File: src/rtl/adxl345_spi_sequencer.sv
// ADXL345 bring-up and sampling sequencer: DEVID check, three config writes, then periodic
// six-byte X/Y/Z sweeps over a 16-bit SPI frame interface, published atomically.
module adxl345_spi_sequencer #(
    parameter int unsigned SAMPLE_DIV      = 100000,
    parameter logic [7:0]  BW_RATE_VAL     = 8'h0A,
    parameter logic [7:0]  DATA_FORMAT_VAL = 8'h0B,
    parameter logic [7:0]  POWER_CTL_VAL   = 8'h08,
    parameter logic [7:0]  DEVID_EXP       = 8'hE5
) (
    input  logic        clk_i,
    input  logic        reset_i,
    input  logic        enable_i,
    output logic        spi_start_o,
    output logic [15:0] spi_frame_o,
    input  logic        spi_busy_i,
    input  logic [15:0] spi_rdata_i,
    output logic [15:0] accel_x_o,
    output logic [15:0] accel_y_o,
    output logic [15:0] accel_z_o,
    output logic        sample_valid_o,
    output logic        init_done_o,
    output logic        id_error_o
);

    localparam int unsigned    TW         = (SAMPLE_DIV > 1) ? $clog2(SAMPLE_DIV) : 1;
    localparam logic [TW-1:0]  TIMER_TERM = TW'(SAMPLE_DIV - 1);

    typedef enum logic [3:0] {
        S_IDLE, S_ID_REQ, S_ID_WAIT, S_CFG_REQ, S_CFG_WAIT,
        S_RD_REQ, S_RD_WAIT, S_PUBLISH, S_ARM, S_ERROR
    } state_t;

    state_t          state_q;
    logic            start_q;
    logic [15:0]     frame_q;
    logic [2:0]      idx_q;
    logic [5:0][7:0] shadow_q;
    logic [15:0]     accel_x_q, accel_y_q, accel_z_q;
    logic            valid_q, init_done_q, id_error_q;
    logic [TW-1:0]   timer_q;
    logic            rdata_hi_unused;

    assign rdata_hi_unused = ^spi_rdata_i[15:8];

    function automatic logic [15:0] cfg_frame(input logic [2:0] i);
        case (i)
            3'd0:    cfg_frame = {2'b00, 6'h2C, BW_RATE_VAL};
            3'd1:    cfg_frame = {2'b00, 6'h31, DATA_FORMAT_VAL};
            default: cfg_frame = {2'b00, 6'h2D, POWER_CTL_VAL};
        endcase
    endfunction

    function automatic logic [15:0] rd_frame(input logic [2:0] i);
        rd_frame = {2'b10, 6'h32 + {3'b000, i}, 8'h00};
    endfunction

    always_ff @(posedge clk_i) begin
        if (reset_i) begin
            state_q     <= S_IDLE;
            start_q     <= 1'b0;
            frame_q     <= '0;
            idx_q       <= '0;
            shadow_q    <= '0;
            accel_x_q   <= '0;
            accel_y_q   <= '0;
            accel_z_q   <= '0;
            valid_q     <= 1'b0;
            init_done_q <= 1'b0;
            id_error_q  <= 1'b0;
            timer_q     <= '0;
        end else begin
            valid_q <= 1'b0;
            if (timer_q != TIMER_TERM) timer_q <= timer_q + 1'b1;
            case (state_q)
                S_IDLE: if (enable_i) begin
                    if (init_done_q) begin
                        state_q <= S_RD_REQ;
                        idx_q   <= '0;
                        frame_q <= rd_frame(3'd0);
                        timer_q <= '0;
                    end else begin
                        state_q <= S_ID_REQ;
                        frame_q <= 16'h8000;
                    end
                end
                // Start is only raised once busy is seen low, so a stale busy never
                // counts as acceptance; once raised, the handshake always completes.
                S_ID_REQ, S_CFG_REQ, S_RD_REQ: begin
                    if (!start_q) begin
                        if (!enable_i)        state_q <= S_IDLE;
                        else if (!spi_busy_i) start_q <= 1'b1;
                    end else if (spi_busy_i) begin
                        start_q <= 1'b0;
                        state_q <= (state_q == S_ID_REQ)  ? S_ID_WAIT :
                                   (state_q == S_CFG_REQ) ? S_CFG_WAIT : S_RD_WAIT;
                    end
                end
                S_ID_WAIT: if (!spi_busy_i) begin
                    if (spi_rdata_i[7:0] != DEVID_EXP) begin
                        id_error_q <= 1'b1;
                        state_q    <= S_ERROR;
                    end else if (!enable_i) begin
                        state_q <= S_IDLE;
                    end else begin
                        state_q <= S_CFG_REQ;
                        idx_q   <= '0;
                        frame_q <= cfg_frame(3'd0);
                    end
                end
                S_CFG_WAIT: if (!spi_busy_i) begin
                    if (idx_q == 3'd2) begin
                        init_done_q <= 1'b1;
                        if (enable_i) begin
                            state_q <= S_RD_REQ;
                            idx_q   <= '0;
                            frame_q <= rd_frame(3'd0);
                            timer_q <= '0;
                        end else begin
                            state_q <= S_IDLE;
                        end
                    end else if (!enable_i) begin
                        state_q <= S_IDLE;
                    end else begin
                        state_q <= S_CFG_REQ;
                        idx_q   <= idx_q + 1'b1;
                        frame_q <= cfg_frame(idx_q + 1'b1);
                    end
                end
                S_RD_WAIT: if (!spi_busy_i) begin
                    shadow_q[idx_q] <= spi_rdata_i[7:0];
                    if (!enable_i) begin
                        state_q <= S_IDLE;
                    end else if (idx_q == 3'd5) begin
                        state_q <= S_PUBLISH;
                    end else begin
                        state_q <= S_RD_REQ;
                        idx_q   <= idx_q + 1'b1;
                        frame_q <= rd_frame(idx_q + 1'b1);
                    end
                end
                S_PUBLISH: begin
                    accel_x_q <= {shadow_q[1], shadow_q[0]};
                    accel_y_q <= {shadow_q[3], shadow_q[2]};
                    accel_z_q <= {shadow_q[5], shadow_q[4]};
                    valid_q   <= 1'b1;
                    state_q   <= S_ARM;
                end
                // Timer saturates, so an overlong sweep leaves ARM immediately with no backlog.
                S_ARM: begin
                    if (!enable_i) begin
                        state_q <= S_IDLE;
                    end else if (timer_q == TIMER_TERM) begin
                        state_q <= S_RD_REQ;
                        idx_q   <= '0;
                        frame_q <= rd_frame(3'd0);
                        timer_q <= '0;
                    end
                end
                S_ERROR: state_q <= S_ERROR;
                default: state_q <= S_IDLE;
            endcase
        end
    end

    assign spi_start_o    = start_q;
    assign spi_frame_o    = frame_q;
    assign accel_x_o      = accel_x_q;
    assign accel_y_o      = accel_y_q;
    assign accel_z_o      = accel_z_q;
    assign sample_valid_o = valid_q;
    assign init_done_o    = init_done_q;
    assign id_error_o     = id_error_q;

endmodule

File: config.mk
export PLATFORM = sky130hd
export DESIGN_NAME = adxl345_spi_sequencer
export DESIGN_NICKNAME = d
export VERILOG_FILES = /design/src/rtl/adxl345_spi_sequencer.sv
export SDC_FILE = /design/constraint.sdc
export NUM_CORES = 1
export LEC_CHECK = 0
export ABC_AREA = 1
export ABC_CLOCK_PERIOD_IN_PS = 3000
export CORE_ASPECT_RATIO = 0.5
export CORE_MARGIN = 2
export CORE_UTILIZATION = 50
export DETAILED_ROUTE_END_ITERATION = 10
export HOLD_SLACK_MARGIN = 0.15
export PLACE_DENSITY = 0.78
export SLEW_MARGIN = 20
export SYNTH_ARGS = -nofsm -noshare
export SYNTH_HDL_FRONTEND = slang
export SYNTH_SLANG_ARGS = --single-unit
File: constraint.sdc
create_clock -name clk_i -period 3 [get_ports clk_i]
set_input_delay 0.45 -clock clk_i [delete_from_list [all_inputs] [get_ports clk_i]]
set_output_delay 0.45 -clock clk_i [all_outputs]
set_load 0.03 [all_outputs]
==> impl_results.md, run 1 <==
- Status: finished, final reports clean
- Sequential cell area: 2680 µm²
- Hold path depth: 2
- Peak fanout along the critical path: 12
- CTS H-tree lvls: 4
- Ports: 88
- Crit Reg-Reg Startpoint: timer_q[0]
- Dpl ws: 0.457 ns
- Commonest non-fill, non-tap cell in the layout: nor2_1
- Fin Clk Skew: 0.00867 ns
- Critical Path RT: 3.31 ns
- DP Wirelength: 9.22 mm
- RSZ-0062 raised after global routing: false
- Via count: 5320
- Pwr Total: approximately 4.4 mW
- DRC Markers: 0
- Slew HR: 0.433
- Worst reg2reg setup slack: 0.88 ns
- Most frequent cells in the layout: nor2_1 (159), dfxtp_1 (134), o21ai_0 (104)
- Hold Path Class: reg2reg
- Routed len/inst: between 10 and 15 µm
- Slew @ Worst Pin: between 0.8 and 0.9 ns
- Final-report hold violation count: 0
- Die Width: 158 µm
- Placer Congestion: between 0.8 and 0.9
- Buffers added on ports: 73
- Total track usage: 0.234
- Max-cap viol count: 0
- Pwr dens: 597 nW/µm²
- Detailed-route wire length: 14.2 mm
- P&R area growth vs syn: 22.9%
- GR Layer Usage met2: 0.379
- Crit Path Category: reg2reg
- Post-CTS Setup Repair Bufs: 0
- Fin crit share: 0.707
- EDFF count, synth: 0
- Post-synthesis cell area: just under 6000 µm²
- Routing usage on met3: 0.0603
- Final critical-path required period: between 2 and 2.5 ns
- Starting Density: 0.507
- Met1 Use GR: 0.311
- Critical hold path startpoint: timer_q[15]
- GRT busiest layer: met2
- Inserted Clock Buffers: 17
- Die H: 81.0 µm
- Leak pwr: between 3 and 4 nW
- Syn avg cell area: around 7.5 µm²
- CTS Hold Bufs: 0
- Final setup fails: 0
- Clk buf depth: 2
- CTS clk-pin slew, worst paths: 0.06 ns
- Die area: 12800 µm²
- Core Box Area: 11700 µm²
- CTS Root Cell: clkbuf_16
- TNS Setup: 0 ns
- FP Rows: 28
- Vias in the first global route: 4898
- First-pass GRT wire length: 23.5 mm
- Initial antenna violation count: 0
- Skew-Pair Late Insertion Delay: 0.42 ns
- Hold-critical path endpoint: timer_q[15]
- WP data arrival: 2.43 ns
- Area of the multi-input gates: 2750 µm²
- Seq/Total Area, Yosys: 0.452
- N_diodes: 0
- Final worst setup slack: 0.880 ns
- Max Slew Vio Count: 0
- CP endpoint kind: flop
- Synth Instances: ~790
- Fillers: 1039
- RR Endpoint: spi_frame_o[11]
- Reg2reg path depth: 10
- 1st-iter DRT viols: between 400 and 500
- CTS sink cnt: 134
- Post-route ant nets: 0
- Startpoint Class: flop
- Post-DR vias/cell: 5.18
- Largest net degree at the start of global routing: 51
- Cell variety after synth: 40
- CTS resizes: 0
- Gr ovfl total: 0
- Layout cell share with drive strength beyond 1: 0.114
- F_max: 0.472 GHz
- CTS tree: built
- Ys async rst share: 0
- Layout net count: 878
- Post-synthesis register bit count: 134
- Warnings, synthesis: 0
- Top_reg_cell synth: dfxtp_1
- Worst VDD drop: about 370 µV
- TritonRoute pass-1 iters: 7
==> flip-flops by register name, indices dropped and copies added, names as in the netlist, 3 cells and up <==
| name | cells |
|---|---|
| state_q | 4 |
| accel_z_o | 16 |
| accel_x_o | 16 |
| timer_q | 17 |
| shadow_q | 48 |
| idx_q | 3 |
| accel_y_o | 16 |
| spi_frame_o | 10 |
==> routing by layer <==
| layer | vias to the layer above | part of all wire | wire [µm] |
|---|---|---|---|
| met2 | 160 | 0.47 | 6670 |
| met5 | - | 0 | 0 |
| met1 | 2459 | 0.47 | 6660 |
| met4 | 0 | 0.011 | 153 |
| met3 | 17 | 0.054 | 765 |
| li1 | 2684 | - | - |
==> synth_stat cells, types with 3 or more instances <==
cell        n  share of area
buf_4      11          0.014
nor2_1    159           0.10
dfxtp_1   134           0.45
inv_2      12         0.0076
nand4_1    14          0.015
clkbuf_1   19          0.012
inv_1      53          0.034
nor2_8      3          0.010
nand3_1    25          0.021
nor2_4      5         0.0095
ha_1        8          0.017
buf_2       5         0.0042
a21oi_2    10          0.015
o21ai_1     9         0.0076
a21oi_1    59          0.050
nand2_1    94          0.060
o21ai_0   104          0.088
nor2_2      4         0.0042
xor2_1      4         0.0059
buf_6       7          0.013
nand3b_1    4         0.0051
nand2_2    14          0.015
nor3_1      8         0.0068
==> worst max-delay path by stage <==
stage / from / end / depth (start not counted)
6_report: timer_q[0] / spi_frame_o[11] / 10
2_1_floorplan: spi_rdata_i[2] / spi_frame_o[10] / 10
5_1_grt: timer_q[0] / spi_frame_o[11] / 10
3_5_place_dp: spi_rdata_i[2] / spi_frame_o[11] / 10
4_1_cts: timer_q[0] / spi_frame_o[11] / 10
3_3_place_gp: spi_rdata_i[2] / spi_frame_o[11] / 10
==> layout make-up <==
| class | instances | share of cell area |
|---|---|---|
| sequential | 134 | 0.368 |
| inverter | 68 | 0.0352 |
| clock buffer | 23 | 0.0683 |
| tap | 165 | 0.0283 |
| multi-input combinational | 548 | 0.378 |
| clock inverter | 9 | 0.0124 |
| timing repair buffer | 81 | 0.110 |
==> where the power goes <==
part / switching, mW / internal [mW] / leakage [nW] / total, mW
clock: 0.789 / 1.25 / 0.286 / 2.04
combinational: 0.299 / 0.156 / 1.85 / 0.455
sequential: 0.0402 / 1.81 / 1.08 / 1.85
==> kinds of logic (layout without fill, tap and decap cells) <==
| family | after synthesis | in the layout | share of synthesized area |
|---|---|---|---|
| xor+xnor | 4 | 4 | 0.00591 |
| fa+ha+maj | 8 | 8 | 0.0169 |
| flops | 134 | 134 | 0.452 |
| buf+inv | 110 | 181 | 0.0867 |
| simple gates | 339 | 339 | 0.265 |
| other cells | 1 | 6 | 0.000632 |
| compound gates | 191 | 191 | 0.172 |
==> worst max-delay path, cell delays in order (launching register included) <==
cell and delay [ns]:
dfxtp_1 0.36, ha_1 0.17, nand2_1 0.08, inv_1 0.09, nand2_1 0.08, nor2_1 0.14, nand2_1 0.20, nand2_2 0.19
nand4_2 0.37, o21ai_0 0.28, nor2_1 0.06
==> per-stage QoR <==
| stage | util | hold slack (ns) | cells | area [µm²] |
|---|---|---|---|---|
| final | 0.623 | 0.474 | 1028 | 7290 |
| after global routing | 0.623 | 0.499 | 1028 | 7290 |
| after CTS | 0.623 | 0.476 | 1028 | 7290 |
| after detailed placement | 0.573 | 0.462 | 996 | 6700 |
| after global placement | 0.573 | 0.450 | 996 | 6700 |
| after floorplan | - | 0.442 | 792 | 5950 |
(Power assumes the default switching activity.)
==> run 2: changes to the inputs <==
ABC_CLOCK_PERIOD_IN_PS = 1950   (was 3000)
CORE_UTILIZATION = 49   (was 50)
PLACE_DENSITY = 0.79   (was 0.78)
clock period = 1.95 ns   (was 3 ns; I/O delays follow)
==> impl_results.md, run 2 (same netlist as run 1, synthesis figures left out) <==
- Final-report hold violation count: 0
- Hold-critical path endpoint: id_error_o
- Fin crit share: 0.940
- Crit Path Category: reg2reg
- Commonest non-fill, non-tap cell in the layout: nor2_1
- Final critical-path required period: 1.83 ns
- Pwr dens: 929 nW/µm²
- Total track usage: 0.233
- Biggest regs: shadow_q: 48 flops, timer_q: 17 flops
- Worst reg2reg setup slack: 0.12 ns
- Layout net count: 896
- Post-DR vias/cell: 5.18
- WP data arrival: 2.18 ns
- Skew-Pair Late Insertion Delay: between 0.4 and 0.5 ns
- Core Box Area: 11800 µm²
- RR Endpoint: state_q[1]
- Startpoint Class: flop
- Largest net degree at the start of global routing: 61
- Largest stage delay on the critical path: between 0.6 and 0.7 ns
- DP Wirelength: between 9 and 10 mm
- Routed len/inst: 13.9 µm
- Critical Path RT: 2.30 ns
- Ports: 88
- Fillers: around 1000
- Final setup fails: 0
- FP Rows: 28
- Reg2reg path depth: 9
- Gr ovfl total: 0
- Initial antenna violation count: 0
- Slew @ Worst Pin: 0.843 ns
- Most frequent cells in the layout: nor2_1 (157), dfxtp_1 (132), o21ai_0 (103)
- Peak fanout along the critical path: 8
- CTS clk-pin slew, worst paths: ~0.06 ns
- Buffers added on ports: 73
- Power Internal: 5.14 mW
- Starting Density: 0.502
- Clock power frac: 0.480
- Leak pwr: 3.34 nW
- N_diodes: 0
- Vias in the first global route: 5154
- Placer Congestion: 0.890
- CTS tree: built
- Dpl cells: 1012
- RSZ-0062 raised after global routing: false
- TritonRoute pass-1 iters: 6
- P&R area growth vs syn: 26.7%
- CTS H-tree lvls: 4
- Critical hold path startpoint: id_error_o
- Status: finished, final reports clean
- Dpl ws: -0.0391 ns
- CTS sink cnt: 134
- Slew HR: 0.437
- Inserted Clock Buffers: 17
- Max Slew Vio Count: 0
- Layout cell share with drive strength beyond 1: 0.138
- Hold path depth: 1
- F_max: roughly 0.55 GHz
- Worst path cell trace: nor2_4, nand3_1, nand2_1, nor2_2, buf_4, nand2_2, nor2_4, o21ai_1, a21oi_1
- CTS Hold Bufs: 0
- Via count: about 5400
- 1st-iter DRT viols: around 570
- Crit Reg-Reg Startpoint: state_q[0]
- Detailed-route wire length: 14.5 mm
- CTS Root Cell: clkbuf_16
- CP endpoint kind: flop
- Comb pwr share: 0.111
- Max reg flops: 48
- Switch share: 0.264
- Critical path's slowest cell: dfxtp_1
- Hold Path Class: reg2reg
- Die H: slightly above 80 µm
- Max-cap viol count: 0
- Clk buf depth: 2
- Worst VDD drop: 605 µV
- Top reg by flops: shadow_q
- Post-route ant nets: 0
- Most used cell, CP: nor2_4
- Sequential share of power: 0.408
- First-pass GRT wire length: 24.3 mm
- Net Switching: roughly 1.8 mW
- Worst hold slack: 0.471 ns
- Fin Clk Skew: 0.00667 ns
- DRC Markers: 0
- Die area: about 13000 µm²
- Final worst setup slack: 0.117 ns
- Die Width: 160 µm
- Post-Layout Cell Count: 1046
==> run 2: cell types whose count changed in the layout (fill, tap and decap cells not counted), moves of 3 or more <==
cell      delta
buf_12       +3
buf_4       +15
clkbuf_8     -5
inv_8        +3
==> run 2: how the worst max path moves through the flow <==
stage | start | to | cells past startpoint
6_report | state_q[0] | state_q[1] | 9
4_1_cts | timer_q[0] | timer_q[16] | 10
3_5_place_dp | spi_rdata_i[2] | spi_frame_o[10] | 13
5_1_grt | state_q[0] | state_q[1] | 9
3_3_place_gp | spi_rdata_i[2] | spi_frame_o[3] | 12
2_1_floorplan | idx_q[0] | timer_q[13] | 10
==> run 2: metal layers <==
| layer | share of wire | GRT usage | up-vias |
|---|---|---|---|
| li1 | - | - | 2722 |
| met1 | 0.45 | 0.287 | 2505 |
| met2 | 0.48 | 0.406 | 162 |
| met3 | 0.054 | 0.0545 | 27 |
| met4 | 0.017 | 0.0855 | 0 |
| met5 | 0 | 0 | - |
==> run 2: cell type report <==
class | count | area [µm²] | area share
Clock buffer | 17 | 425 | 0.0566
Tap cell | 165 | 206 | 0.0275
Sequential cell | 134 | 2690 | 0.358
Clock inverter | 15 | 194 | 0.0258
Timing Repair Buffer | 99 | 976 | 0.130
Inverter | 68 | 259 | 0.0345
Multi-Input combinational cell | 548 | 2760 | 0.368
==> run 2: power groups by stage <==
stage                     clock network, mW  registers (mW)  logic (mW)
after floorplan                           0            2.91       0.533
after global placement                    0            2.90       0.747
after detailed placement                  0            2.91       0.768
after CTS                              3.37            2.85       0.776
after global routing                   3.50            2.85       0.866
final                                  3.35            2.85       0.778
==> run 2: what timing repair did <==
action	CTS	global route
setup buffers	0	2
resized for setup	1	7
pin swaps	0	1
setup endpoints to repair	1	15
==> run 2: critical path, delay by kind of cell, from the launching register on <==
kind | cells | cell delay, ns
flops | 1 | 0.62
compound gates | 2 | 0.21
simple gates | 6 | 0.75
buf+inv | 1 | 0.18
==> run 2: per-stage QoR <==
step           total power [mW]   util  instance area, µm²  TNS [ns]
3_3_place_gp               3.65  0.581                6860   -0.0258
4_1_cts                    6.99  0.634                7480         0
3_5_place_dp               3.67  0.581                6860    -0.288
2_1_floorplan              3.45      -                5950         0
6_report                   6.98  0.636                7510         0
5_1_grt                    7.22  0.636                7510         0
